## src/rtl/rcc_multi_pclk_timer_div.sv

```systemverilog
`default_nettype none
// ============================================================================
// Module   : rcc_multi_pclk_timer_div
// Brief    : NCH phase-aligned bus-clock and timer-kernel dividers driven
//            from one shared free-running counter. Ratio changes are shadowed
//            and applied at a common period boundary with a busy/done
//            handshake per channel.
// Options  : RCC_PCLK_GATE_EN adds gate_req[NCH], a per-channel clock gate
//            latched only at bus-period boundaries.
// Revision : 1.0 - initial release
// ============================================================================
module rcc_multi_pclk_timer_div #(
  parameter int NCH   = 2,
  parameter int SEL_W = 3
) (
  input  logic                   i_clk,
  input  logic                   rst,
  input  logic [NCH*SEL_W-1:0]   div_sel,
  input  logic [NCH-1:0]         timpre,
`ifdef RCC_PCLK_GATE_EN
  input  logic [NCH-1:0]         gate_req,
`endif
  output logic [NCH-1:0]         busy,
  output logic [NCH-1:0]         upd_done,
  output logic [NCH-1:0]         div_en,
  output logic [NCH-1:0]         pclk_en,
  output logic [NCH-1:0]         pclk_div,
  output logic [NCH-1:0]         tim_div_en,
  output logic [NCH-1:0]         tim_en,
  output logic [NCH-1:0]         tim_clk_div
);

  // Counter width is tied to the largest log2 ratio so every mask divides 2^CNT_W
  localparam int CNT_W = 2 ** (SEL_W - 1);
  // A log2 ratio ranges 0..2^(SEL_W-1), which needs SEL_W bits
  localparam int LW    = SEL_W;

  localparam logic [0:0] S_IDLE = 1'b0;
  localparam logic [0:0] S_PEND = 1'b1;

  // Mask 2^l-1: all low bits set within one period of ratio 2^l
  function automatic logic [CNT_W-1:0] f_mask(input logic [LW-1:0] l);
    logic [CNT_W:0] m;
    m = (CNT_W+1)'(1) << l;
    m = m - (CNT_W+1)'(1);
    return m[CNT_W-1:0];
  endfunction

  logic [CNT_W-1:0] r_cnt;

  // Shared free-running counter keeps every channel phase-aligned
  always_ff @(posedge i_clk) begin
    if (rst) r_cnt <= '0;
    else     r_cnt <= r_cnt + CNT_W'(1);
  end

  for (genvar c = 0; c < NCH; c++) begin : g_ch
    logic [SEL_W-1:0] w_sel;
    logic [LW-1:0]    w_l_in, w_t_in, w_l_max;
    logic [CNT_W-1:0] w_p_mask, w_t_mask, w_b_mask;
    logic             w_p_hit, w_t_hit, w_p_half, w_t_half, w_bnd, w_same, w_gate;

    logic [0:0]       r_state;
    logic [LW-1:0]    r_l_act, r_t_act, r_l_sh, r_t_sh;
    logic             r_upd, r_den, r_pen, r_pdiv, r_tden, r_ten, r_tdiv;

    assign w_sel = div_sel[c*SEL_W +: SEL_W];

    // Decode the requested bus and timer log2 ratios from the select inputs
    always_comb begin
      w_l_in = '0;
      w_t_in = '0;
      if (w_sel[SEL_W-1]) w_l_in = {1'b0, w_sel[SEL_W-2:0]} + LW'(1);
      if (timpre[c]) begin
        if (w_l_in > LW'(2)) w_t_in = w_l_in - LW'(2);
      end else if (w_l_in != '0) begin
        w_t_in = w_l_in - LW'(1);
      end
    end

    assign w_same   = (w_l_in == r_l_act) && (w_t_in == r_t_act);
    assign w_l_max  = (r_l_act > r_l_sh) ? r_l_act : r_l_sh;
    assign w_b_mask = f_mask(w_l_max);
    assign w_bnd    = (r_cnt & w_b_mask) == w_b_mask;

    assign w_p_mask = f_mask(r_l_act);
    assign w_t_mask = f_mask(r_t_act);
    assign w_p_hit  = (r_cnt & w_p_mask) == w_p_mask;
    assign w_t_hit  = (r_cnt & w_t_mask) == w_t_mask;
    // The mask's top bit is cnt[L-1]; the divided clock is high in the first half-period
    assign w_p_half = (r_l_act != '0) && ((r_cnt & (w_p_mask & ~(w_p_mask >> 1))) == '0);
    assign w_t_half = (r_t_act != '0) && ((r_cnt & (w_t_mask & ~(w_t_mask >> 1))) == '0);

`ifdef RCC_PCLK_GATE_EN
    logic r_gate;
    // Gate request takes effect only at a bus-period boundary so no period is truncated
    always_ff @(posedge i_clk) begin
      if (rst)          r_gate <= 1'b1;
      else if (w_p_hit) r_gate <= gate_req[c];
    end
    assign w_gate = r_gate;
`else
    assign w_gate = 1'b1;
`endif

    // Registered clock outputs and the shadow/apply ratio-change handshake
    always_ff @(posedge i_clk) begin
      if (rst) begin
        r_state <= S_IDLE;
        r_l_act <= '0;
        r_t_act <= '0;
        r_l_sh  <= '0;
        r_t_sh  <= '0;
        r_upd   <= 1'b0;
        r_den   <= 1'b0;
        r_pen   <= 1'b0;
        r_pdiv  <= 1'b0;
        r_tden  <= 1'b0;
        r_ten   <= 1'b0;
        r_tdiv  <= 1'b0;
      end else begin
        r_den  <= (r_l_act != '0);
        r_tden <= (r_t_act != '0);
        r_pen  <= w_p_hit  & w_gate;
        r_pdiv <= w_p_half & w_gate;
        r_ten  <= w_t_hit  & w_gate;
        r_tdiv <= w_t_half & w_gate;
        r_upd  <= 1'b0;
        case (r_state)
          S_IDLE: begin
            if (!w_same) begin
              r_l_sh  <= w_l_in;
              r_t_sh  <= w_t_in;
              r_state <= S_PEND;
            end
          end
          default: begin
            // Boundary of the longer of the old and new periods: both end here
            if (w_bnd) begin
              r_l_act <= r_l_sh;
              r_t_act <= r_t_sh;
              r_upd   <= 1'b1;
              r_state <= S_IDLE;
            end else if (w_same) begin
              r_state <= S_IDLE;
            end else begin
              r_l_sh <= w_l_in;
              r_t_sh <= w_t_in;
            end
          end
        endcase
      end
    end

    assign busy[c]        = (r_state == S_PEND);
    assign upd_done[c]    = r_upd;
    assign div_en[c]      = r_den;
    assign pclk_en[c]     = r_pen;
    assign pclk_div[c]    = r_pdiv;
    assign tim_div_en[c]  = r_tden;
    assign tim_en[c]      = r_ten;
    assign tim_clk_div[c] = r_tdiv;
  end

endmodule
`default_nettype wire

```

## config.mk

```make
export PLATFORM = sky130hd
export DESIGN_NAME = rcc_multi_pclk_timer_div
export DESIGN_NICKNAME = d
export VERILOG_FILES = /design/src/rtl/rcc_multi_pclk_timer_div.sv
export SDC_FILE = /design/constraint.sdc
export NUM_CORES = 1
export LEC_CHECK = 0
export ABC_CLOCK_PERIOD_IN_PS = 3310
export CAP_MARGIN = 20
export CORE_MARGIN = 3
export CORE_UTILIZATION = 30
export DETAILED_ROUTE_END_ITERATION = 8
export GPL_TIMING_DRIVEN = 0
export SLEW_MARGIN = 30
export SYNTH_ARGS = -nofsm -noshare
export SYNTH_HDL_FRONTEND = slang
export SYNTH_SLANG_ARGS = --single-unit
```

## constraint.sdc

```tcl
create_clock -name i_clk -period 3.31 [get_ports i_clk]
set_clock_uncertainty 0.1 [all_clocks]
set_input_delay 0.331 -clock i_clk [delete_from_list [all_inputs] [get_ports i_clk]]
set_output_delay 0.331 -clock i_clk [all_outputs]
set_load 0.02 [all_outputs]
```

=== Yosys cells after proc, flatten, opt, wreduce, memory -nomap -nowiden ===
Index checks and enable logic that the tools add are counted.

* $add $sub $neg: 13
* Magnitude comparators: 4
* Eq/ne operators: 12
* Shift-type cells: 6
* Multiplexer cells: 30
* Bitwise operators: 20
* Reductions and logical operators: 20

{| class="wikitable"
|+ Operators by type and width
! cell !! count
|-
| 3-bit two-way mux || 22
|-
| 4-bit AND || 14
|-
| 4-bit equality test || 6
|-
| 1-bit by 3-bit << shifter with 4-bit output (first input constant) || 6
|-
| 4-bit by 1-bit subtractor with 4-bit output (second input constant) || 6
|-
| 3-bit nonzero test || 6
|-
| 4-bit zero test || 4
|-
| 3-bit inverter with 4-bit output || 4
|-
| 3-bit equality test || 4
|-
| 1-bit two-way mux || 8
|-
| 2-bit by 1-bit adder with 3-bit output (second input constant) || 2
|-
| 3-bit by 2-bit > comparator with 1-bit output (second input constant) || 2
|-
| 3-bit > comparator || 2
|-
| 1-bit logical AND || 6
|-
| 3-bit by 1-bit subtractor with 3-bit output (second input constant) || 2
|-
| 3-bit by 2-bit subtractor with 3-bit output (second input constant) || 2
|-
| 4-bit by 1-bit adder with 4-bit output (second input constant) || 1
|-
| 2-bit != test (second input constant) || 2
|-
| 2-bit AND reduction || 2
|-
| 2-bit OR reduction || 2
|-
| 1-bit inverter || 2
|}

* Register bits after elaboration: 44
* Input port bits: 10
* Output and inout bits: 16
* Word-level logic and storage cells: 130

=== Longest topological paths before layout ===
* Depth after elaboration: 10
* Mapped depth: 17
* Gate-level depth less buffers: 16

=== Worst setup path after synthesis ===
Ideal clock, no wire load.

* Path type: register -> register
* Start: register g_ch[0].r_l_act[0]
* End: register g_ch[0].r_t_sh[2]
* Library setup time: 0.116 ns
* Arrival time: 3.164 ns
* Required time: 3.094 ns
* Path slack: -0.070 ns
* Cell stages (with the launch flop): 16
* Buffers on the path: 1
* Clock period less this slack: 3.380 ns
* Path through: dfxtp_1 -> inv_1 -> ha_1 -> and3_1 -> a21oi_1 -> mux2_2 -> nand2_1 -> ha_1 -> or4b_1 -> nor3b_1 -> o21bai_1 -> mux2i_1 -> nand4_1 -> buf_4 -> a21oi_1 -> a41o_1

* Longest elaborated chain between the ends: 7
* Elaborated cells on any way between the ends: 12
* Those cells by class: add/sub: 1; order compare: 1; eq/ne: 3; shift: 1; mux: 4; bitwise: 1; reduce/logical: 1

{| class="wikitable"
|+ RTL lines
! element !! line !! source
|-
| start: declaration || 64 || <nowiki>logic [LW-1:0] r_l_act, r_t_act, r_l_sh, r_t_sh;</nowiki>
|-
| start signal: assignment || 140 || <nowiki>r_l_act <= r_l_sh;</nowiki>
|-
| 3-bit > comparator || 82 || <nowiki>assign w_l_max = (r_l_act > r_l_sh) ? r_l_act : r_l_sh;</nowiki>
|-
| 3-bit two-way mux || 82 ||
|-
| 1-bit by 3-bit << shifter with 4-bit output || 44 || <nowiki>m = (CNT_W+1)'(1) << l;</nowiki>
|-
| 4-bit by 1-bit subtractor with 4-bit output || 45 || <nowiki>m = m - (CNT_W+1)'(1);</nowiki>
|-
| 4-bit AND || 84 || <nowiki>assign w_bnd = (r_cnt & w_b_mask) == w_b_mask;</nowiki>
|-
| 4-bit equality test || 84 ||
|-
| 2-bit != test (no source line) || n/a ||
|-
| end signal: assignment || 133 || <nowiki>r_t_sh <= w_t_in;</nowiki>
|-
| end signal: assignment || 148 || <nowiki>r_t_sh <= w_t_in;</nowiki>
|-
| end: declaration || 64 ||
|}

Several ways; a longest one is shown, not always the timed one. The select of a mux whose other input is x is not followed.
A chain may end at the register's enable or synchronous reset.

=== Worst setup path after layout ===
* Start: register g_ch[0].r_l_sh[2]
* End: register g_ch[0].r_l_sh[0]

* Longest elaborated chain between the ends: 7

{| class="wikitable"
|+ RTL lines
! element !! line !! source
|-
| start: declaration || 64 ||
|-
| start signal: assignment || 132 || <nowiki>r_l_sh <= w_l_in;</nowiki>
|-
| start signal: assignment || 147 || <nowiki>r_l_sh <= w_l_in;</nowiki>
|-
| 3-bit > comparator || 82 ||
|-
| 3-bit two-way mux * || 82 ||
|-
| 1-bit by 3-bit << shifter with 4-bit output * || 44 ||
|-
| 4-bit by 1-bit subtractor with 4-bit output * || 45 ||
|-
| 4-bit AND || 84 ||
|-
| 4-bit equality test * || 84 ||
|-
| 2-bit != test (no source line) * || n/a ||
|}

Mark *: on every way between the ends. The rest lies on a longest branch, timed or not.

==> results.tsv <==
stage	metric	value	unit
clocking	ctsHoldBuffers	0	
floorplanning	design.core.area	0.00977	mm2
clocking	cts_tree	built	
power_and_ir_drop	p_int	0.00130	W
worst_setup_path	worst-endpoint-required	3.41	ns
synthesis	synth_top_area_share	29.1	%
final_layout	final_util	40.2	%
global_route	grt_pass1_wl	12.2	mm
worst_hold_path	hp-class	reg -> reg	
floorplanning	chipWidth	106	um
clocking	cts_buffer_depth	2	
power_and_ir_drop	ir_drop	262	uV
sta	slew_violations	0	
synthesis	ys_types	64	
routing	drtIter0Drc	109	
global_route	grtUsageMet2	21.9	%
synthesis	synth_nets	401	
clocking	cts_htree_levels	2	
routing	wl	7.61	mm
routing	route.vias.total	2739	
sta	tightest_slew	0.588	ns
global_route	track_usage	13.2	%
clocking	cts-root-buf	clkbuf_8	
sta	max_slew_margin	60.8	%
final_layout	final_layout_size_suffix_gt1_share	24.1	%
placement	port_buffers	24	
floorplanning	num_rows	36	
global_route	grt_antenna_before_repair	0	
worst_setup_path	critPathMaxFanout	5	
global_route	grt_max_degree	15	
status	violations	negative setup slack	
synthesis	syn_area_per_cell	8.18	um2
global_route	grt_pass1_vias	2596	
sta	timing.final.crit_period	3.35	ns
clocking	cts_made_buffers	5	
worst_setup_path	r2r-start	g_ch[0].r_l_sh[2]$_SDFFE_PP0P_	
synthesis	async_flop_share	0	%
worst_setup_path	critPathKind	reg -> reg	
placement	place_ws	-0.444	ns
worst_setup_path	start_kind	flip-flop	
sta	period_share	101	%
status	status	finished with violations	
power_and_ir_drop	combPwrFrac	48.0	%
synthesis	yosys_warnings	0	
synthesis	synth_edf_count	0	
floorplanning	start_util	31.0	%
power_and_ir_drop	p_sw_share	35.3	%
synthesis	synth_top_cell_by_area	dfxtp_1	
power_and_ir_drop	power.density	509	mW/mm2
synthesis	synth_cells	370	
synthesis	synth_seq_area_share	29.1	%
sta	setup_violations	5	
power_and_ir_drop	p_leak	1.61	nW
worst_setup_path	crit_start	g_ch[0].r_l_sh[2]$_SDFFE_PP0P_	
routing	first_pass_iters	4	
final_layout	nNetsFinal	453	
power_and_ir_drop	p_clk_share	21.0	%
power_and_ir_drop	power.share.sequential	31.0	%
clocking	path_clk_slew	0.09	ns
sta	fmax	0.298	GHz
global_route	gr-total-overflow	0	
sta	final.setup.tns	-0.0917	ns
routing	viasPerCell	4.93	
sta	whs	0.362	ns
power_and_ir_drop	p_sw	0.000708	W
global_route	met1_usage	17.0	%
final_layout	layout_common_cells	45 x nor2_1, 35 x dfxtp_1, 32 x buf_4, 28 x nand2_1, 24 x clkdlybuf4s50_1	
sta	setup_ws	-0.0432	ns
floorplanning	die_area	0.0113	mm2
sta	hold_viol	0	
synthesis	synth_ff_type	dfxtp_1	
final_layout	diodes	0	
global_route	grtUsageMet3	2.19	%
worst_setup_path	crit_arrival	3.45	ns
final_layout	area_growth	29.9	%
floorplanning	ioPinCount	26	
floorplanning	die_h	106	um
routing	drc	0	
worst_setup_path	worst_setup_path_end_kind	flip-flop	
routing	post_drt_wl_per_cell	13.7	um
synthesis	netlist_top_cells_area	dfxtp_1 29%, ha_1 8.7%, mux2i_1 7.3%	
clocking	clkSinkCount	44	
placement	hpwl	5.28	mm
clocking	clock_latency	0.30	ns
synthesis	syn_area	0.00303	mm2
synthesis	synth_seq_cells	44	
global_route	busiest_layer	met2	
placement	gp_congestion	0.896	
run	maxCapViolCount	0	
final_layout	final_common_cell	nor2_1	
routing	drtAntennaViolNets	0	
sta	rsz0062_at_grt	yes	
worst_hold_path	hold_start	g_ch[1].r_t_sh[2]$_SDFFE_PP0P_	
[power groups by stage]
stage | Combinational [W] | Clock, W | Sequential (W)
4_1_cts | 0.000858 | 0.000426 | 0.000616
3_5_place_dp | 0.000716 | 0 | 0.000629
6_report | 0.000961 | 0.000421 | 0.000621
2_1_floorplan | 0.000547 | 0 | 0.000618
3_3_place_gp | 0.000702 | 0 | 0.000629
5_1_grt | 0.00104 | 0.000451 | 0.000626
[final cells by class]
cell class                      count  area (um2)
Multi-Input combinational cell    268        2040
Timing Repair Buffer               45         417
Buffer                             35         211
Clock inverter                      3        42.5
Clock buffer                        5        68.8
Sequential cell                    44         900
Inverter                           23        91.3
Fill cell                         986        5840
Tap cell                          133         166
[what timing repair did]
action,CTS,global route
endpoints found under the setup margin,27,27
pin swaps,8,12
buffers inserted,12,7
cloned,2,0
gates resized for setup,24,39
[cell usage after synthesis, types with 2 or more instances]
cell type and n:
xor2_1 4, o21ai_0 9, o22ai_1 5, nand2b_1 8
buf_4 18, a211oi_1 3, o32ai_1 2, mux2i_1 22
xnor2_1 10, nor3b_1 4, buf_2 3, o2bb2ai_1 3
or4b_1 2, ha_1 21, nand3_1 7, nor4b_1 2
a21oi_1 14, a2111oi_0 3, clkbuf_1 12, nor3_1 10
mux2_1 2, a22oi_1 4, dfxtp_1 44, mux2_2 2
nor2_1 47, or3_1 4, and3_1 4, nand3b_1 3
nor4_1 3, nor2b_1 3, inv_1 22, a31o_1 4
a22o_1 2, nand2_1 32, and2_1 3
[critical path, stage by stage (launching register included)]
cell	delay [ns]
dfxtp_2	0.37
inv_4	0.05
ha_4	0.27
nand3b_1	0.14
nand2_1	0.21
mux2i_1	0.28
nand2_1	0.09
ha_2	0.21
or4b_4	0.49
nor3b_2	0.17
o21bai_1	0.12
mux2i_1	0.09
nand4_1	0.18
nand2_2	0.15
mux2_4	0.32
[sequential cells by signal, summed over array words and instances (netlist names)]
signal,cells
g_ch.r_upd,2
g_ch.r_tdiv,2
g_ch.r_t_sh,6
g_ch.r_pen,2
r_cnt,4
g_ch.r_state,2
g_ch.r_l_sh,6
g_ch.r_tden,2
g_ch.r_t_act,6
g_ch.r_pdiv,2
g_ch.r_den,2
g_ch.r_l_act,6
g_ch.r_ten,2
[layer usage]
metal	vias to the layer above	wire, um
met2	73	3560
met1	1263	3400
li1	1387	-
met3	16	449
met5	-	0
met4	0	188
[worst paths after layout]
path,end,slack [ns],depth (start not counted)
max,g_ch[0].r_l_sh[0]$_SDFFE_PP0P_,-0.04,14
min,g_ch[1].r_t_sh[2]$_SDFFE_PP0P_,0.36,2
min reg2reg,g_ch[1].r_t_sh[2]$_SDFFE_PP0P_,0.36,2
max reg2reg,g_ch[0].r_l_sh[0]$_SDFFE_PP0P_,-0.04,14
[logic make-up after synthesis]
logic type               Yosys count  synth area share (%)
AO/OA/AOI/OAI                     69                  17.0
XOR/XNOR                          14                  4.05
multiplexers                      26                  8.76
adder cells (fa/ha/maj)           21                  8.68
AND/OR/NAND/NOR                  138                  22.8
buffers and inverters             58                  9.59
flip-flops                        44                  29.1
[per-stage QoR]
stage | std cells | total power [W] | instance area, um2
2_1_floorplan | 370 | 0.00117 | 3030
3_5_place_dp | 527 | 0.00135 | 3440
5_1_grt | 556 | 0.00212 | 3930
3_3_place_gp | 527 | 0.00133 | 3440
4_1_cts | 549 | 0.00190 | 3740
6_report | 556 | 0.00200 | 3930
Note: power is estimated with default switching activity, not from simulation.
